File: src/rtl/char_rom_arbiter.sv
// char_rom_arbiter: round-robin sharing of one 1-cycle-latency glyph ROM port,
// with single-row fetches and 8-row burst prefill, responses tagged by id and row.
module char_rom_arbiter #(
   parameter int NUM_REQ = 4,
   parameter int ID_W    = $clog2(NUM_REQ)
) (
   input  logic                 clk,
   input  logic                 reset,
   input  logic [NUM_REQ-1:0]   req_valid,
   input  logic [NUM_REQ-1:0]   req_burst,
   input  logic [NUM_REQ*8-1:0] req_char_code,
   input  logic [NUM_REQ*3-1:0] req_row,
   output logic [NUM_REQ-1:0]   req_ready,
   output logic [7:0]           rom_char_code,
   output logic [2:0]           rom_row,
   input  logic [7:0]           rom_pixels,
   output logic [NUM_REQ-1:0]   rsp_valid,
   output logic [ID_W-1:0]      rsp_id,
   output logic [2:0]           rsp_row,
   output logic [7:0]           rsp_pixels
);
   typedef enum logic {ARB, BURST} state_t;
   state_t state_q, state_d;
   logic [ID_W-1:0] rr_ptr_q, rr_ptr_d, b_id_q, b_id_d, rsp_id_q, rsp_id_d, gnt, cand;
   logic [2:0] cnt_q, cnt_d, rsp_row_q, rsp_row_d, g_row;
   logic [7:0] b_code_q, b_code_d, g_code;
   logic [NUM_REQ-1:0] rsp_valid_q, rsp_valid_d;
   logic found, g_burst;
   // Winner search starts at rr_ptr and wraps around the requester ring.
   always_comb begin
      found = 1'b0;
      gnt = '0;
      cand = '0;
      for (int k = 0; k < NUM_REQ; k++) begin
         cand = ID_W'((int'(rr_ptr_q) + k) % NUM_REQ);
         if (!found && req_valid[cand]) begin
            found = 1'b1;
            gnt = cand;
         end
      end
      g_code = '0;
      g_row = '0;
      g_burst = 1'b0;
      for (int i = 0; i < NUM_REQ; i++) begin
         if (gnt == ID_W'(i)) begin
            g_code = req_char_code[8*i +: 8];
            g_row = req_row[3*i +: 3];
            g_burst = req_burst[i];
         end
      end
   end
   always_comb begin
      state_d = state_q;
      rr_ptr_d = rr_ptr_q;
      cnt_d = cnt_q;
      b_code_d = b_code_q;
      b_id_d = b_id_q;
      rsp_valid_d = '0;
      rsp_id_d = rsp_id_q;
      rsp_row_d = rsp_row_q;
      req_ready = '0;
      rom_char_code = '0;
      rom_row = '0;
      if (state_q == BURST) begin
         rom_char_code = b_code_q;
         rom_row = cnt_q;
         rsp_valid_d[b_id_q] = 1'b1;
         rsp_id_d = b_id_q;
         rsp_row_d = cnt_q;
         cnt_d = cnt_q + 3'd1;
         state_d = (cnt_q == 3'd7) ? ARB : BURST;
      end else if (found) begin
         req_ready[gnt] = 1'b1;
         rom_char_code = g_code;
         rom_row = g_burst ? 3'd0 : g_row;
         rr_ptr_d = (gnt == ID_W'(NUM_REQ - 1)) ? '0 : gnt + 1'b1;
         rsp_valid_d[gnt] = 1'b1;
         rsp_id_d = gnt;
         rsp_row_d = rom_row;
         if (g_burst) begin
            state_d = BURST;
            b_code_d = g_code;
            b_id_d = gnt;
            cnt_d = 3'd1;
         end
      end
      if (reset) begin
         req_ready = '0;
         rom_char_code = '0;
         rom_row = '0;
      end
   end
   always_ff @(posedge clk) begin
      if (reset) begin
         state_q <= ARB;
         rr_ptr_q <= '0;
         cnt_q <= '0;
         b_code_q <= '0;
         b_id_q <= '0;
         rsp_valid_q <= '0;
         rsp_id_q <= '0;
         rsp_row_q <= '0;
      end else begin
         state_q <= state_d;
         rr_ptr_q <= rr_ptr_d;
         cnt_q <= cnt_d;
         b_code_q <= b_code_d;
         b_id_q <= b_id_d;
         rsp_valid_q <= rsp_valid_d;
         rsp_id_q <= rsp_id_d;
         rsp_row_q <= rsp_row_d;
      end
   end
   assign rsp_valid = rsp_valid_q;
   assign rsp_id = rsp_id_q;
   assign rsp_row = rsp_row_q;
   assign rsp_pixels = rom_pixels;
endmodule

File: config.mk
export PLATFORM = sky130hd
export DESIGN_NAME = char_rom_arbiter
export DESIGN_NICKNAME = d
export VERILOG_FILES = /design/src/rtl/char_rom_arbiter.sv
export SDC_FILE = /design/constraint.sdc
export NUM_CORES = 1
export LEC_CHECK = 0
export CAP_MARGIN = 10
export CORE_MARGIN = 4
export CORE_UTILIZATION = 43
export DETAILED_ROUTE_END_ITERATION = 8
export PLACE_DENSITY = 0.87
export SLEW_MARGIN = 25
export SYNTH_ARGS = -nofsm -noshare
export SYNTH_HDL_FRONTEND = slang
export SYNTH_SLANG_ARGS = --single-unit
File: constraint.sdc
create_clock -name clk -period 7.7 [get_ports clk]
set_input_delay 1.925 -clock clk [delete_from_list [all_inputs] [get_ports clk]]
set_output_delay 1.925 -clock clk [all_outputs]
set_load 0.02 [all_outputs]
==> results.md <==
* FF-to-FF path depth at 8
* Post-detailed-route wirelength per cell at 15.8 um
* Tightest slew margin relative to the limit at 52.8%
* CP Cell Sequence: clkdlybuf4s50_1 -> nor2b_1 -> a21boi_0 -> o32ai_1 -> ha_1 -> buf_4 -> nand2_1 -> o211a_1 -> o21ai_0 -> o21ai_0 -> clkdlybuf4s50_1
* Starting density of the core at 44.2%
* Combinational family with the most area after synthesis: compound AO/OA/AOI/OAI gates
* Distinct cell type count after synthesis at 42
* Pins Over Slew Limit at 0
* MaxCap Viol Count at 0
* Final setup violation count at 0
* Leak at around 0.00095 uW
* CP max stage delay at around 0.64 ns
* Hold depth at 2
* Number of fill cells at 335
* Worst hold margin at 0.483 ns
* Post-CTS setup buffer count at 0
* Hold-fix buffers, CTS at 0
* Post-DR vias/cell at 5.70
* Fin crit period at 7.25 ns
* Run status: complete, no violations
* Gate count of the mapped netlist at 215
* Max clock buf depth at 2
* Clock tree sinks at 25
* Setup repair after global routing missed its margin: no
* Register area share after synthesis at 28.3%
* Vertical extent of the die at 72.1 um
* Clock Skew at 0.00323 ns
* End of the worst register-to-register path: b_id_q[1]
* Global-route wire length before repair at between 8 and 9 mm
* Register-to-register setup slack at 4.98 ns
* Parity-gate share of the synthesized area counting xor and xnor cells at 0%
* Library cell occupying the most area in the post-synthesis netlist: sky130_fd_sc_hd__dfxtp_1
* Cell chosen for the clock root: sky130_fd_sc_hd__clkbuf_8
* Count of antenna diodes in the layout at 0
* Count of vias placed by the detailed router at roughly 1900
* Post-synthesis simple-gate area fraction at 22.8%
* Most common flop cell mapped by yosys: sky130_fd_sc_hd__dfxtp_1
* Die Span X at 72.1 um
* Worst-path clk slew at 0.08 ns
* Hold path startpoint: b_code_q[0]
* TritonCTS Buffers at 3
* I/O pin cnt at 94
* Most common library cell in the layout ignoring fill and taps: sky130_fd_sc_hd__clkdlybuf4s50_1
* Fraction of registers with async set/reset at 0%
* Reg-to-reg critical path startpoint: rr_ptr_q[1]
* H-tree depth at 1
* Avg Inst Size Synth at 8.22 um2
* Setup Total Neg Slack at 0 ns
* Power per cell area at 362 nW/um2
* Hold EP: b_code_q[0]
* Share of Yosys cell area claimed by the top area cell type at 28.3%
* Sum of overflow across all layers after global routing at 0
* Number of buffer and inverter instances along the worst setup path at 3
* Number of flops mapped to enable cells by yosys at 0
* Initial antenna violation count at 0
* Nature of the critical path startpoint: input port
* Peak supply drop at between 0.2 and 0.25 mV
* Final clock period utilization by the worst path at 94.2%
* Detail Placement HPWL at roughly 4 mm
* Commonest cells after routing, fill and taps aside: sky130_fd_sc_hd__clkdlybuf4s50_1 (77), sky130_fd_sc_hd__dfxtp_1 (25), sky130_fd_sc_hd__nand2_1 (24), sky130_fd_sc_hd__nand2b_1 (11), sky130_fd_sc_hd__buf_4 (11)
* Pin count of the biggest net entering global routing at 28
* Multi-input combinational cell area at 1100 um2
* CP endpoint kind: output pin
* Endpoint required time on the critical path at between 5 and 6 ns
* Total routing resource utilization after global routing at 19.9%
* Via count of the first global-routing pass at 1814
* Share of cells above drive strength 1 at 8.16%
* Number of buffers added on ports at 77
* Critical-path top delay cell: sky130_fd_sc_hd__o32ai_1
* Site Rows at 23
* Final nets at ~350
* Number of nets with antenna violations after detailed routing at 0
* DRC violation total after the first TritonRoute iteration at 134
* Synthesized net count at 283
* Core ar. at 4000 um2
* Largest delay contributor family on the critical path: compound AO/OA/AOI/OAI gates
* Highest attainable clock frequency at 138 MHz
* Compound-Gate Fraction of Synth Area at 30.0%
* Count of warnings emitted by yosys at 0
* First-pass DRT Iterations at 4
* Post-Synthesis Cell Area at 1770 um2
* Final estimated routing congestion in global placement at 0.904
* Yosys reg bits at 25
* Clock tree from TritonCTS: done
* CP arrival at 5.33 ns
* Most area-consuming cells after synthesis: sky130_fd_sc_hd__dfxtp_1 (28%), sky130_fd_sc_hd__mux2i_1 (5.1%), sky130_fd_sc_hd__nand2_1 (5.1%), sky130_fd_sc_hd__a311o_1 (4.5%), sky130_fd_sc_hd__buf_4 (4.2%)
* Sequential cell area at 500 um2
* Mux cell area share after synthesis at 5.10%
* Routed WL at 5.24 mm
* Die Outline Area at 5200 um2
* Adder-cell area share of the yosys netlist at ~4.2%
* DRC Markers at 0
* Layout area overhead at 46.9%
* Number of hold-slack violations in the final timing report at 0
* Tightest Hold Check Type: reg -> reg
* Skew-Pair Late Insertion Delay at 0.27 ns
* CP max FO at 13
* Slew of the pin with the lowest slew margin at a little over 0.7 ns
* Path type of the worst setup path: in -> out
* Post-layout total power at approximately 940 uW
* CTS resizes at 0
registers in the layout, indices dropped and copies added (netlist names):
name and flops:
rsp_id 2, cnt_q 3, rsp_row 3, rr_ptr_q 2, b_code_q 8, rsp_valid 4, state_q 1, b_id_q 2
cell type report:
type                    count  area share, %
well taps                  50           2.41
clock buffers               4           1.73
inverters                   8           1.16
repair buffers             88           32.9
multi-input cells         157           42.6
flip-flops and latches     25           19.3
routing by layer:
layer	share of wire, %	up-vias	GRT usage [%]
met5	0	-	0
met1	41	877	25.6
met4	1.3	0	7.31
li1	-	938	-
met2	50	71	32.8
met3	7.8	7	4.16
worst max path at each step:
stage / startpoint / to / cells after the start
finish: req_valid[1] / rom_row[1] / 11
global route: req_valid[1] / rom_row[0] / 10
CTS: req_valid[1] / rom_row[1] / 11
detailed placement: req_valid[1] / rom_row[0] / 11
global placement: req_valid[1] / rom_row[2] / 11
floorplan: req_valid[2] / rom_row[0] / 9
worst min-delay path, stage by stage, from the launching register on:
cell,delay (ns)
sky130_fd_sc_hd__dfxtp_1,0.32
sky130_fd_sc_hd__nand2b_1,0.06
sky130_fd_sc_hd__mux2i_1,0.06
Yosys cell counts (3+ instances only):
cell and count:
sky130_fd_sc_hd__o21ai_0 7, sky130_fd_sc_hd__nor3_1 3, sky130_fd_sc_hd__dfxtp_1 25, sky130_fd_sc_hd__nand2_1 24, sky130_fd_sc_hd__a311o_1 8, sky130_fd_sc_hd__nor2_1 8, sky130_fd_sc_hd__buf_4 10, sky130_fd_sc_hd__nor2b_1 5
sky130_fd_sc_hd__a21oi_1 6, sky130_fd_sc_hd__buf_2 6, sky130_fd_sc_hd__o41ai_1 3, sky130_fd_sc_hd__nand2b_1 11, sky130_fd_sc_hd__a31oi_1 8, sky130_fd_sc_hd__a22o_1 8, sky130_fd_sc_hd__clkbuf_1 8, sky130_fd_sc_hd__o211ai_1 6
sky130_fd_sc_hd__o22ai_1 8, sky130_fd_sc_hd__nand3b_1 8, sky130_fd_sc_hd__mux2i_1 9, sky130_fd_sc_hd__ha_1 6, sky130_fd_sc_hd__inv_1 8, sky130_fd_sc_hd__a31o_2 4
where the power goes:
part	internal (uW)	total, uW	switching (uW)
clock	37.0	77.1	40.1
sequential	184	229	45.0
combinational	300	634	334
total	520	940	419
through the flow:
step / utilization [%] / area [um2] / setup slack [ns] / cells
final: 64.9 / 2600 / 0.449 / 332
after global routing: 64.9 / 2600 / 0.150 / 332
after CTS: 64.9 / 2600 / 0.463 / 332
after detailed placement: 63.8 / 2550 / 0.489 / 328
after global placement: 63.8 / 2550 / 0.646 / 328
after floorplan: - / 1770 / 1.55 / 215
cell families (layout without fill, tap and decap cells):
group,Yosys count,count (layout)
AND/OR/NAND/NOR,72,72
flip-flops,25,25
buffers and inverters,33,100
multiplexers,9,9
adder cells (fa/ha/maj),6,6
AO/OA/AOI/OAI,70,70
No activity file was read; power rests on OpenSTA's default activity.
==> RTL edit 1, RTL diff (same flow settings) <==
Change the parameter `NUM_REQ` from 4 to 8.
--- a/src/rtl/char_rom_arbiter.sv
+++ b/src/rtl/char_rom_arbiter.sv
@@ -1,7 +1,7 @@
 // char_rom_arbiter: round-robin sharing of one 1-cycle-latency glyph ROM port,
 // with single-row fetches and 8-row burst prefill, responses tagged by id and row.
 module char_rom_arbiter #(
-   parameter int NUM_REQ = 4,
+   parameter int NUM_REQ = 8,
    parameter int ID_W    = $clog2(NUM_REQ)
 ) (
    input  logic                 clk,
Interface: changed (7 resized); port bits go from 94 to 155. The function was not compared with the original's and may differ.
==> RTL edit 1 against the original RTL <==
Synthesized area rose by 110%; sequential cell count up 7; design area grew 120%; setup slack got worse by 0.24 ns; largest cell class unchanged; wire length grew to 3.0 times the old value; clock skew increased by 0.0030 ns; fmax decreased by 3.2%; critical path type unchanged.
Power is not shown: default switching activity piles up to over one toggle a cycle in this logic, so the estimate is an artifact.
==> RTL edit 1: results <==
export IMPL_clock_skew_final_ns=0.00626
export IMPL_vias_per_cell=6.31
export IMPL_postCtsSetupBuffers=2
export IMPL_clk_latency_ns=0.29
export IMPL_htreeDepth=2
export IMPL_met2_usage_pct=54.9
export IMPL_wl_met3_um=1270
export IMPL_met2_length_um=8110
export IMPL_cts_buffers=5
export IMPL_synth_commonest_cells="nor2_1 (47), nand2_1 (43), dfxtp_1 (32)"
export IMPL_track_usage_pct=29.6
export IMPL_gp_routability_congestion=0.919
export IMPL_cts_resized=60
export IMPL_fin_nets=777
export IMPL_first_global_vias=4797
export IMPL_hpwlAfterDp_um=11900
export IMPL_ys_top_cells_by_area="dfxtp_1 (17%), mux2i_1 (6.7%), mux4_2 (4.8%)"
export IMPL_cpPeakStageDelay_ns=0.51
export IMPL_grt_start_max_net_pins=30
export IMPL_numPortBuffers=138
export IMPL_placed_cells=749
export IMPL_drtIter0Drc=354
export IMPL_use_met3_pct=4.48
export IMPL_netlist_cell_type_count=73
export IMPL_drive_gt1_share_pct=25.3
export IMPL_netlist_instances=482
export IMPL_status="completed"
export IMPL_wirelength_um=15700
export IMPL_wl_met1_um=5570
export IMPL_wl_per_cell_um=20.6
export IMPL_arrival_ns=5.57
export IMPL_worstPathMaxFanout=8
export IMPL_synth_compound_area_share_pct=34.0
==> RTL edit 1: changes by cell type after synthesis, moves of 10 or more <==
cell	unedited run	this run
clkbuf_1	8	24
a21oi_1	6	29
mux2_2	0	12
nand2_1	24	43
a22oi_1	0	11
nand3_1	2	13
nor2_1	8	47
mux2i_1	9	25
o31ai_1	0	24
inv_1	8	18
==> RTL edit 1: final timing paths <==
kind,cells after the start,start,to,slack [ns]
worst max-delay path,19,req_valid[1],rom_row[1],0.21
worst min-delay path,1,rsp_row[2],rsp_row[2],0.48
worst max register to register,20,rr_ptr_q[1],b_id_q[2],2.43
worst min register to register,1,rsp_row[2],rsp_row[2],0.48
==> RTL edit 1: cell type report <==
type,instances,area (um2),area share (%)
multi-input combinational,380,2920,50.3
timing repair buffer,213,1910,32.9
sequential,32,641,11.0
inverter,24,93.8,1.61
tap,105,131,2.26
clock buffer,5,68.8,1.18
clock inverter,3,42.5,0.731
==> RTL edit 2, RTL diff (same flow settings) <==
Without the edit above. Reset style: asynchronous (`reset`), changed in one clocked block.
--- a/src/rtl/char_rom_arbiter.sv
+++ b/src/rtl/char_rom_arbiter.sv
@@ -90,7 +90,7 @@
          rom_row = '0;
       end
    end
-   always_ff @(posedge clk) begin
+   always_ff @(posedge clk or posedge reset) begin
       if (reset) begin
          state_q <= ARB;
          rr_ptr_q <= '0;
Check against the original RTL: differs if reset is asserted again (counterexample within 4 cycles, from zero or initial values and one cycle with reset high); with reset held inactive, the same outputs for 4 cycles.
==> RTL edit 2 against the original RTL <==
Combinational power shrank 2%; power grew 2.2%; design area grew 1.7%; synthesized area grew 4.7%; wire length grew 4.1%; clock power grew 8.2%; sequential cell count is the same; setup slack lost 0.088 ns; critical path type unchanged; highest routed layer unchanged.
==> RTL edit 2: results <==
export IMPL_hpwlAfterDp_um=4210
export IMPL_wl_met3_um=434
export IMPL_use_met1_pct=28.3
export IMPL_status="completed"
export IMPL_ys_flop_type="dfrtp_1"
export IMPL_wirelength_um=5450
export IMPL_synthMuxAreaShare_pct=9.06
export IMPL_max_vdd_ir_drop_mv=0.186
export IMPL_synth_seq_area_share_pct=33.8
export IMPL_synth_nets=273
export IMPL_track_usage_pct=20.5
export IMPL_numPortBuffers=77
export IMPL_r2r_setup_slack_ns=4.72
export IMPL_post_route_util_pct=64.6
export IMPL_vias=1848
export IMPL_wl_met1_um=2330
export IMPL_arrival_ns=5.41
export IMPL_synth_commonest_cells="nand2_1 (35), dfrtp_1 (25), a21oi_1 (11)"
export IMPL_dpl_cell_area_um2=2590
export IMPL_use_met3_pct=4.24
export IMPL_grt_start_max_net_pins=31
export IMPL_fillers=343
export IMPL_clock_skew_final_ns=0.00624
export IMPL_crit_start="req_valid[3]"
export IMPL_clk_pin_slew_ns=0.10
export IMPL_wl_per_cell_um=17.1
export IMPL_dp_slack_ns=0.416
export IMPL_reg2reg_from="rr_ptr_q[0]"
export IMPL_drtIter0Drc=179
export IMPL_fin_nets=338
export IMPL_synth_compound_area_share_pct=25.0
export IMPL_met2_length_um=2630
export IMPL_yosys_area_share_adder_pct=4.06
export IMPL_drive_gt1_share_pct=10.4
export IMPL_worstPathMaxFanout=14
export IMPL_timing_rr_end="b_code_q[2]"
export IMPL_ys_top_cells_by_area="dfrtp_1 (34%), nand2_1 (7.1%), mux2_4 (5.7%)"
export IMPL_placed_cells=315
export IMPL_cts_buffers=3
export IMPL_gp_routability_congestion=0.890
export IMPL_tightest_slew_ns=0.916
RTL edit 2: changes by cell type after synthesis, moves of 4 or more:
cell and change:
a21oi_1 +5, nor2_1 -4, a22o_1 -6, mux2_4 +7
nand2_1 +11, a22oi_1 +4, o21ai_0 -4, dfxtp_1 -25
nand2b_1 -8, a31o_2 -4, dfrtp_1 +25, buf_2 -4
mux2i_1 -5
RTL edit 2: area by class of cell:
| cell class | instances | area share, % |
|---|---|---|
| Clock inverter | 1 | 0.284 |
| Timing Repair Buffer | 82 | 30.6 |
| Tap cell | 50 | 2.37 |
| Inverter | 7 | 0.995 |
| Sequential cell | 25 | 23.7 |
| Multi-Input combinational cell | 151 | 40.5 |
| Clock buffer | 3 | 1.56 |
RTL edit 2: where the power goes:
part | leakage, nW | internal (mW) | total (mW) | switching [mW]
Combinational | 0.718 | 0.303 | 0.620 | 0.316
Clock | 0.0217 | 0.0368 | 0.0834 | 0.0466
Sequential | 0.303 | 0.196 | 0.257 | 0.0614
Total | 1.04 | 0.536 | 0.960 | 0.424
RTL edit 2: worst max-delay path, stage by stage:
cell and delay [ns]:
clkdlybuf4s50_1 0.60, nand2b_1 0.17, nand2_1 0.06, a221oi_1 0.50, inv_1 0.18, ha_1 0.44
nand2_1 0.15, o211ai_1 0.16, a21o_4 0.30, o31ai_1 0.27, clkdlybuf4s50_1 0.66
RTL edit 2: how the worst min path moves through the flow:
stage / startpoint / to / slack (ns) / depth (start not counted)
after floorplan: b_id_q[1] / rsp_valid[1] / 0.46 / 1
after global placement: b_id_q[1] / rsp_valid[1] / 0.49 / 1
after detailed placement: b_code_q[1] / b_code_q[1] / 0.49 / 1
after CTS: b_code_q[0] / b_code_q[0] / 0.52 / 1
after global routing: b_code_q[2] / b_code_q[2] / 0.54 / 1
final: b_code_q[0] / b_code_q[0] / 0.53 / 1
